$ cat config.mk
export PLATFORM = sky130hd
export DESIGN_NAME = ex_iter_unit
export DESIGN_NICKNAME = d
export VERILOG_FILES = /design/src/rtl/ex_iter_unit.sv
export SDC_FILE = /design/constraint.sdc
export NUM_CORES = 2
export LEC_CHECK = 0
export CORE_MARGIN = 2
export CORE_UTILIZATION = 45
export CTS_BUF_LIST = sky130_fd_sc_hd__clkbuf_8
export DETAILED_ROUTE_END_ITERATION = 7
export PLACE_DENSITY = 0.64
export SETUP_SLACK_MARGIN = 0.05
export SYNTH_ARGS = -nofsm -noshare
export SYNTH_HDL_FRONTEND = slang
export SYNTH_SLANG_ARGS = --single-unit
export TNS_END_PERCENT = 30
$ cat constraint.sdc
create_clock -name clk -period 6.45 [get_ports clk]
set_clock_uncertainty 0.15 [all_clocks]
set_input_delay 0.645 -clock clk [delete_from_list [all_inputs] [get_ports clk]]
set_output_delay 0.645 -clock clk [all_outputs]
set_load 0.01 [all_outputs]
$ cat src/rtl/ex_iter_unit.sv
// Registered RV32 execute stage: single-cycle ALU plus iterative multiply and
// optional iterative shifts, with stall request/hold handshake toward MEM.
module ex_iter_unit #(
  parameter int XLEN       = 32,
  parameter int MUL_STEP   = 4,
  parameter int SHIFT_MODE = 0
) (
  input  logic            clk,
  input  logic            rst_n,
  input  logic            in_valid_i,
  input  logic [3:0]      op_i,
  input  logic [XLEN-1:0] a_i,
  input  logic [XLEN-1:0] b_i,
  input  logic            wreg_i,
  input  logic [4:0]      waddr_i,
  input  logic [XLEN-1:0] storedata_i,
  input  logic            stall_i,
  output logic            out_valid_o,
  output logic [3:0]      op_o,
  output logic            wreg_o,
  output logic [4:0]      waddr_o,
  output logic [XLEN-1:0] rslt_o,
  output logic [XLEN-1:0] storedata_o,
  output logic            busy_o,
  output logic            rq_stall_o
);
  localparam int SW    = $clog2(XLEN);
  localparam int CW    = SW + 1;
  localparam int ITERS = XLEN / MUL_STEP;

  localparam logic [3:0] OP_ADD = 4'd1,  OP_SUB = 4'd2,  OP_AND = 4'd3,  OP_OR  = 4'd4;
  localparam logic [3:0] OP_XOR = 4'd5,  OP_SLT = 4'd6,  OP_SLTU = 4'd7, OP_SLL = 4'd8;
  localparam logic [3:0] OP_SRL = 4'd9,  OP_SRA = 4'd10, OP_MUL = 4'd11, OP_MULHU = 4'd12;
  localparam logic [3:0] OP_LDA = 4'd13, OP_STA = 4'd14;

  if ((XLEN < 8) || ((XLEN & (XLEN - 1)) != 0) || ((XLEN % MUL_STEP) != 0)) begin : g_bad_param
    $error("ex_iter_unit: illegal XLEN/MUL_STEP combination");
  end

  typedef enum logic [1:0] {IDLE, MUL, SHF, HOLD} state_t;

  typedef struct packed {
    logic            vld;
    logic [3:0]      op;
    logic            wreg;
    logic [4:0]      waddr;
    logic [XLEN-1:0] rslt;
    logic [XLEN-1:0] sd;
  } ex_out_t;

  function automatic logic [XLEN-1:0] alu(input logic [3:0] op, input logic [XLEN-1:0] a,
                                          input logic [XLEN-1:0] b);
    logic [SW-1:0] sh;
    sh  = b[SW-1:0];
    alu = '0;
    case (op)
      OP_ADD, OP_LDA, OP_STA: alu = a + b;
      OP_SUB:  alu = a - b;
      OP_AND:  alu = a & b;
      OP_OR:   alu = a | b;
      OP_XOR:  alu = a ^ b;
      OP_SLT:  alu = {{(XLEN-1){1'b0}}, $signed(a) < $signed(b)};
      OP_SLTU: alu = {{(XLEN-1){1'b0}}, a < b};
      OP_SLL:  alu = a << sh;
      OP_SRL:  alu = a >> sh;
      OP_SRA:  alu = $unsigned($signed(a) >>> sh);
      default: alu = '0;
    endcase
  endfunction

  function automatic logic [XLEN-1:0] shf1(input logic [3:0] op, input logic [XLEN-1:0] v);
    case (op)
      OP_SLL:  shf1 = {v[XLEN-2:0], 1'b0};
      OP_SRL:  shf1 = {1'b0, v[XLEN-1:1]};
      default: shf1 = {v[XLEN-1], v[XLEN-1:1]};
    endcase
  endfunction

  state_t          state, state_nxt;
  logic [CW-1:0]   cnt, cnt_nxt;
  logic [2*XLEN-1:0] acc, acc_nxt, opa, opa_nxt, mul_sum;
  logic [XLEN-1:0] opb, opb_nxt, shf_v, fin;
  ex_out_t         pend, pend_nxt, outr, out_nxt;
  logic            accept, is_mul, is_shf, done;

  assign accept  = (state == IDLE) && !stall_i && in_valid_i;
  assign is_mul  = (op_i == OP_MUL) || (op_i == OP_MULHU);
  assign is_shf  = (SHIFT_MODE != 0) && (op_i inside {OP_SLL, OP_SRL, OP_SRA}) &&
                   (b_i[SW-1:0] != '0);
  // opa is pre-shifted left each iteration, so the partial product lands in place
  assign mul_sum = acc + opa * {{(2*XLEN-MUL_STEP){1'b0}}, opb[MUL_STEP-1:0]};
  assign shf_v   = shf1(pend.op, opa[XLEN-1:0]);

  always_comb begin
    state_nxt = state;
    cnt_nxt   = cnt;
    acc_nxt   = acc;
    opa_nxt   = opa;
    opb_nxt   = opb;
    pend_nxt  = pend;
    out_nxt   = stall_i ? outr : '0;
    fin       = '0;
    done      = 1'b0;
    unique case (state)
      IDLE: if (accept) begin
        pend_nxt = '{vld: 1'b1, op: op_i, wreg: wreg_i, waddr: waddr_i, rslt: '0, sd: storedata_i};
        if (is_mul) begin
          state_nxt = MUL;
          cnt_nxt   = '0;
          acc_nxt   = '0;
          opa_nxt   = {{XLEN{1'b0}}, a_i};
          opb_nxt   = b_i;
        end else if (is_shf) begin
          state_nxt = SHF;
          cnt_nxt   = {1'b0, b_i[SW-1:0]};
          opa_nxt   = {{XLEN{1'b0}}, a_i};
        end else begin
          out_nxt = '{vld: 1'b1, op: op_i, wreg: wreg_i, waddr: waddr_i,
                      rslt: alu(op_i, a_i, b_i), sd: storedata_i};
        end
      end
      MUL: begin
        acc_nxt = mul_sum;
        opa_nxt = opa << MUL_STEP;
        opb_nxt = opb >> MUL_STEP;
        cnt_nxt = cnt + CW'(1);
        if (cnt == CW'(ITERS - 1)) begin
          done = 1'b1;
          fin  = (pend.op == OP_MUL) ? mul_sum[XLEN-1:0] : mul_sum[2*XLEN-1:XLEN];
        end
      end
      SHF: begin
        opa_nxt = {{XLEN{1'b0}}, shf_v};
        cnt_nxt = cnt - CW'(1);
        if (cnt == CW'(1)) begin
          done = 1'b1;
          fin  = shf_v;
        end
      end
      HOLD: if (!stall_i) begin
        out_nxt   = pend;
        state_nxt = IDLE;
      end
      default: state_nxt = IDLE;
    endcase
    if (done) begin
      cnt_nxt = '0;
      if (stall_i) begin
        pend_nxt.rslt = fin;
        state_nxt     = HOLD;
      end else begin
        out_nxt      = pend;
        out_nxt.rslt = fin;
        state_nxt    = IDLE;
      end
    end
  end

  always_ff @(posedge clk) begin
    if (!rst_n) begin
      state <= IDLE;
      cnt   <= '0;
      acc   <= '0;
      opa   <= '0;
      opb   <= '0;
      pend  <= '0;
      outr  <= '0;
    end else begin
      state <= state_nxt;
      cnt   <= cnt_nxt;
      acc   <= acc_nxt;
      opa   <= opa_nxt;
      opb   <= opb_nxt;
      pend  <= pend_nxt;
      outr  <= out_nxt;
    end
  end

  assign out_valid_o = outr.vld;
  assign op_o        = outr.op;
  assign wreg_o      = outr.wreg;
  assign waddr_o     = outr.waddr;
  assign rslt_o      = outr.rslt;
  assign storedata_o = outr.sd;
  assign busy_o      = (state != IDLE);
  assign rq_stall_o  = busy_o | stall_i;
endmodule

==> flow_summary.yaml <==
synthesis:
  yosys_register_bits: 318
  yosys_warnings: 0
  mappedNetlistArea_sq_um: 33400
  ys.flop_type: "dfxtp_1"
  synth-async-reset-ratio: 0
  ys_top_cells_by_area: "dfxtp_1, fa_1, a21oi_1, ha_1, nand2_1"
  netlist_instances: 4410
  yosysMostFrequentCell: "nand2_1"
  synth_top_cell_by_area: "dfxtp_1"
  synth_commonest_cells: "nand2_1, inv_1, a21oi_1"
  synth_seq_area_share: 0.191
  synth_edf_count: 0
  ys_types: 88
  synth.avg_cell_area_sq_um: 7.57
  synth_top_area_share: 0.191
  synth_nets: 4875
route:
  drt-met1-wl_um: 59500
  viasPerCell: 6.44
  drtAntennaViolNets: 0
  wl_met2_um: 62800
  drc: 0
  drt_iter0_markers: 4895
  highest_layer: "met5"
  drt-total-wl_um: 146000
  routedWlPerCell_um: 26.8
  met3_length_um: 14200
  vias: 35300
  first_pass_iters: 8
timing:
  slew_headroom: 0.0591
  maxSlewViolCount: 0
  setup_tns_ps: 0
  worst_hold_slack_ps: 295
  rsz0062_at_grt: "false"
  fmax_mhz: 161
  fin_crit_ps: 6210
  setup_slack_ps: 240
  finalSetupViolations: 0
  tightestPinTransition_ps: 1410
  fin_crit_sh: 0.963
  hold_viol: 0
critical_path:
  cp-end-kind: "flop"
  regToRegEndpoint: "rslt_o[5]"
  path_cells: "buf_4 > nand2_1 > fa_1 > fa_1 > fa_1 > inv_1 > ha_1 > nor2b_1 > o211ai_1 > a21oi_1 > o21ai_0 > buf_4 > a31oi_1 > nor2_1 > o21ai_0 > mux2i_1 > nor3b_1 > o211ai_1"
  crit_path_max_fanout: 21
  r2r-start: "opb[1]"
  start_kind: "flop"
  worst_ep_required_time_ps: 6860
  cp_common_cell: "fa_1"
  max_stage_delay_ps: 570
  worstSetupPathType: "flop to flop"
  r2r_slack_ps: 240
  cp.arrival_ps: 6620
  crit_slowest_cell: "fa_1"
  r2r_cells: 18
hold_path:
  hold_class: "flop to flop"
  hold_start: "pend[36]"
  min_delay_worst_endpoint: "pend[36]"
  worstHoldPathCells: 2
clock_tree:
  numCtsBuffers: 60
  cts_tree: "yes"
  htreeDepth: 2
  clk_pin_slew_ps: 70
  clock_latency_ps: 750
  clock_path_buffers: 3
  clock_sinks: 318
  cts_setup_buffers: 0
  cts_hold_buf: 0
  cts_resized: 0
  cts-root-buf: "clkbuf_8"
cells_and_area:
  final_nets: 4925
  n_fill_cell: 7154
  area_growth_pct: 12.8
  drive_gt1_frac: 0.0770
floorplan:
  die_area_sq_um: 76400
  ios: 187
  die_y_um: 276
  start_util: 0.456
  die_x_um: 276
  coreArea_sq_um: 73200
  placementRows: 99
power_and_ir_drop:
  p_int_mw: 3.74
  ir_drop_mv: 0.167
  combinationalPowerShare: 0.234
  switchingPower_mw: 1.93
  swShare: 0.341
  p_seq_frac: 0.363
  p_leak_nw: 15.8
  powerDensity_nw_per_um2: 151
  pwr-share-clk: 0.403
run:
  drv_cap: 0
global_route:
  grt_usage: 0.370
  overflow: 0
  grt_pass1_wl_um: 217000
  grt_pass1_vias: 33000
  antenna_found_initial: 7
  grt_max_degree: 91
run_status:
  status: "completed"
placed_design:
  finalWeightedCongestion: 1.04
  dp.final_hpwl_um: 111000
  io_buffer_count: 186
  pre_cts_ws_ps: 365
==> power by group through the flow <==
| stage | Sequential [mW] | Clock [mW] | Combinational [mW] |
|---|---|---|---|
| after detailed placement | 2.10 | 0 | 1.27 |
| after CTS | 2.06 | 2.31 | 1.28 |
| after global routing | 2.06 | 2.39 | 1.39 |
| final | 2.06 | 2.29 | 1.33 |
| after global placement | 2.10 | 0 | 1.28 |
| after floorplan | 2.09 | 0 | 0.730 |
==> critical path: cells and delay by family, from the launching register on <==
kind                     cells  cell delay (ps)
adder cells (fa/ha/maj)      4             1830
AO/OA/AOI/OAI                6             1740
AND/OR/NAND/NOR              4              980
buffers and inverters        3              570
flip-flops                   1              510
multiplexers                 1              280
==> flip-flops by register name, indices dropped and copies added (netlist names) <==
register and cells:
pend 75, acc 64, opa 64, opb 32, rslt_o 32, storedata_o 32
cnt 6, waddr_o 5, op_o 4, state 2, out_valid_o 1, wreg_o 1
==> worst max path at each step <==
| stage | start | to | slack (ps) | depth (start not counted) |
|---|---|---|---|---|
| after floorplan | opb[2] | rslt_o[23] | 1180 | 20 |
| after global placement | opb[1] | rslt_o[5] | 350 | 18 |
| after detailed placement | opb[1] | rslt_o[5] | 370 | 18 |
| after CTS | opb[1] | rslt_o[5] | 320 | 18 |
| after global routing | opb[1] | rslt_o[31] | 60 | 19 |
| final | opb[1] | rslt_o[5] | 240 | 18 |
==> logic make-up after synthesis <==
group / Yosys count / synth area share
flops: 318 / 0.191
buf+inv: 770 / 0.0876
mux: 142 / 0.0564
fa+ha+maj: 355 / 0.174
compound gates: 1389 / 0.281
xor+xnor: 71 / 0.0186
simple gates: 1365 / 0.192
==> final cells by class <==
class | instances | area, sq um | area share
diodes | 6 | 15.0 | 0.000399
clock buffers | 80 | 1100 | 0.0292
clock inverters | 28 | 259 | 0.00687
inverters | 441 | 1660 | 0.0441
multi-input cells | 3322 | 24200 | 0.644
flip-flops and latches | 318 | 6370 | 0.169
well taps | 959 | 1200 | 0.0318
repair buffers | 317 | 2820 | 0.0749
==> per-layer routing <==
| metal | global-route usage | up-vias |
|---|---|---|
| met3 | 0.0652 | 443 |
| met5 | 0 | - |
| li1 | - | 15600 |
| met1 | 0.494 | 17100 |
| met4 | 0.209 | 8 |
| met2 | 0.563 | 2062 |
==> placed cells by master (no fill, tap or decap), types with 28 or more instances in the layout <==
cell type        instances
mux4_2                  34
a21o_1                  56
clkdlybuf4s50_1        180
nor2_1                 331
o211ai_1               106
and2_1                 253
dfxtp_1                314
nand3_1                109
mux2_2                  30
xnor2_1                 46
a31oi_1                 33
nand2_1                460
ha_1                   169
o22ai_1                 33
clkbuf_8                80
inv_1                  453
o21ai_0                199
nor3_1                  60
a22oi_1                 69
buf_4                  133
a21oi_1                431
fa_1                   184
nand4_1                 34
a211oi_1                52
mux2i_1                 78
a222oi_1                34
o211a_1                 33
a22o_1                  28
a221oi_1                39
==> stage by stage <==
step | power [mW] | instances | util | cell area, sq um
finish | 5.68 | 5471 | 0.515 | 37700
global route | 5.84 | 5470 | 0.515 | 37700
CTS | 5.64 | 5465 | 0.514 | 37700
detailed placement | 3.37 | 5357 | 0.496 | 36300
global placement | 3.38 | 5357 | 0.496 | 36300
floorplan | 2.82 | 4410 | - | 33400
Power figures use the tool's default switching activity.
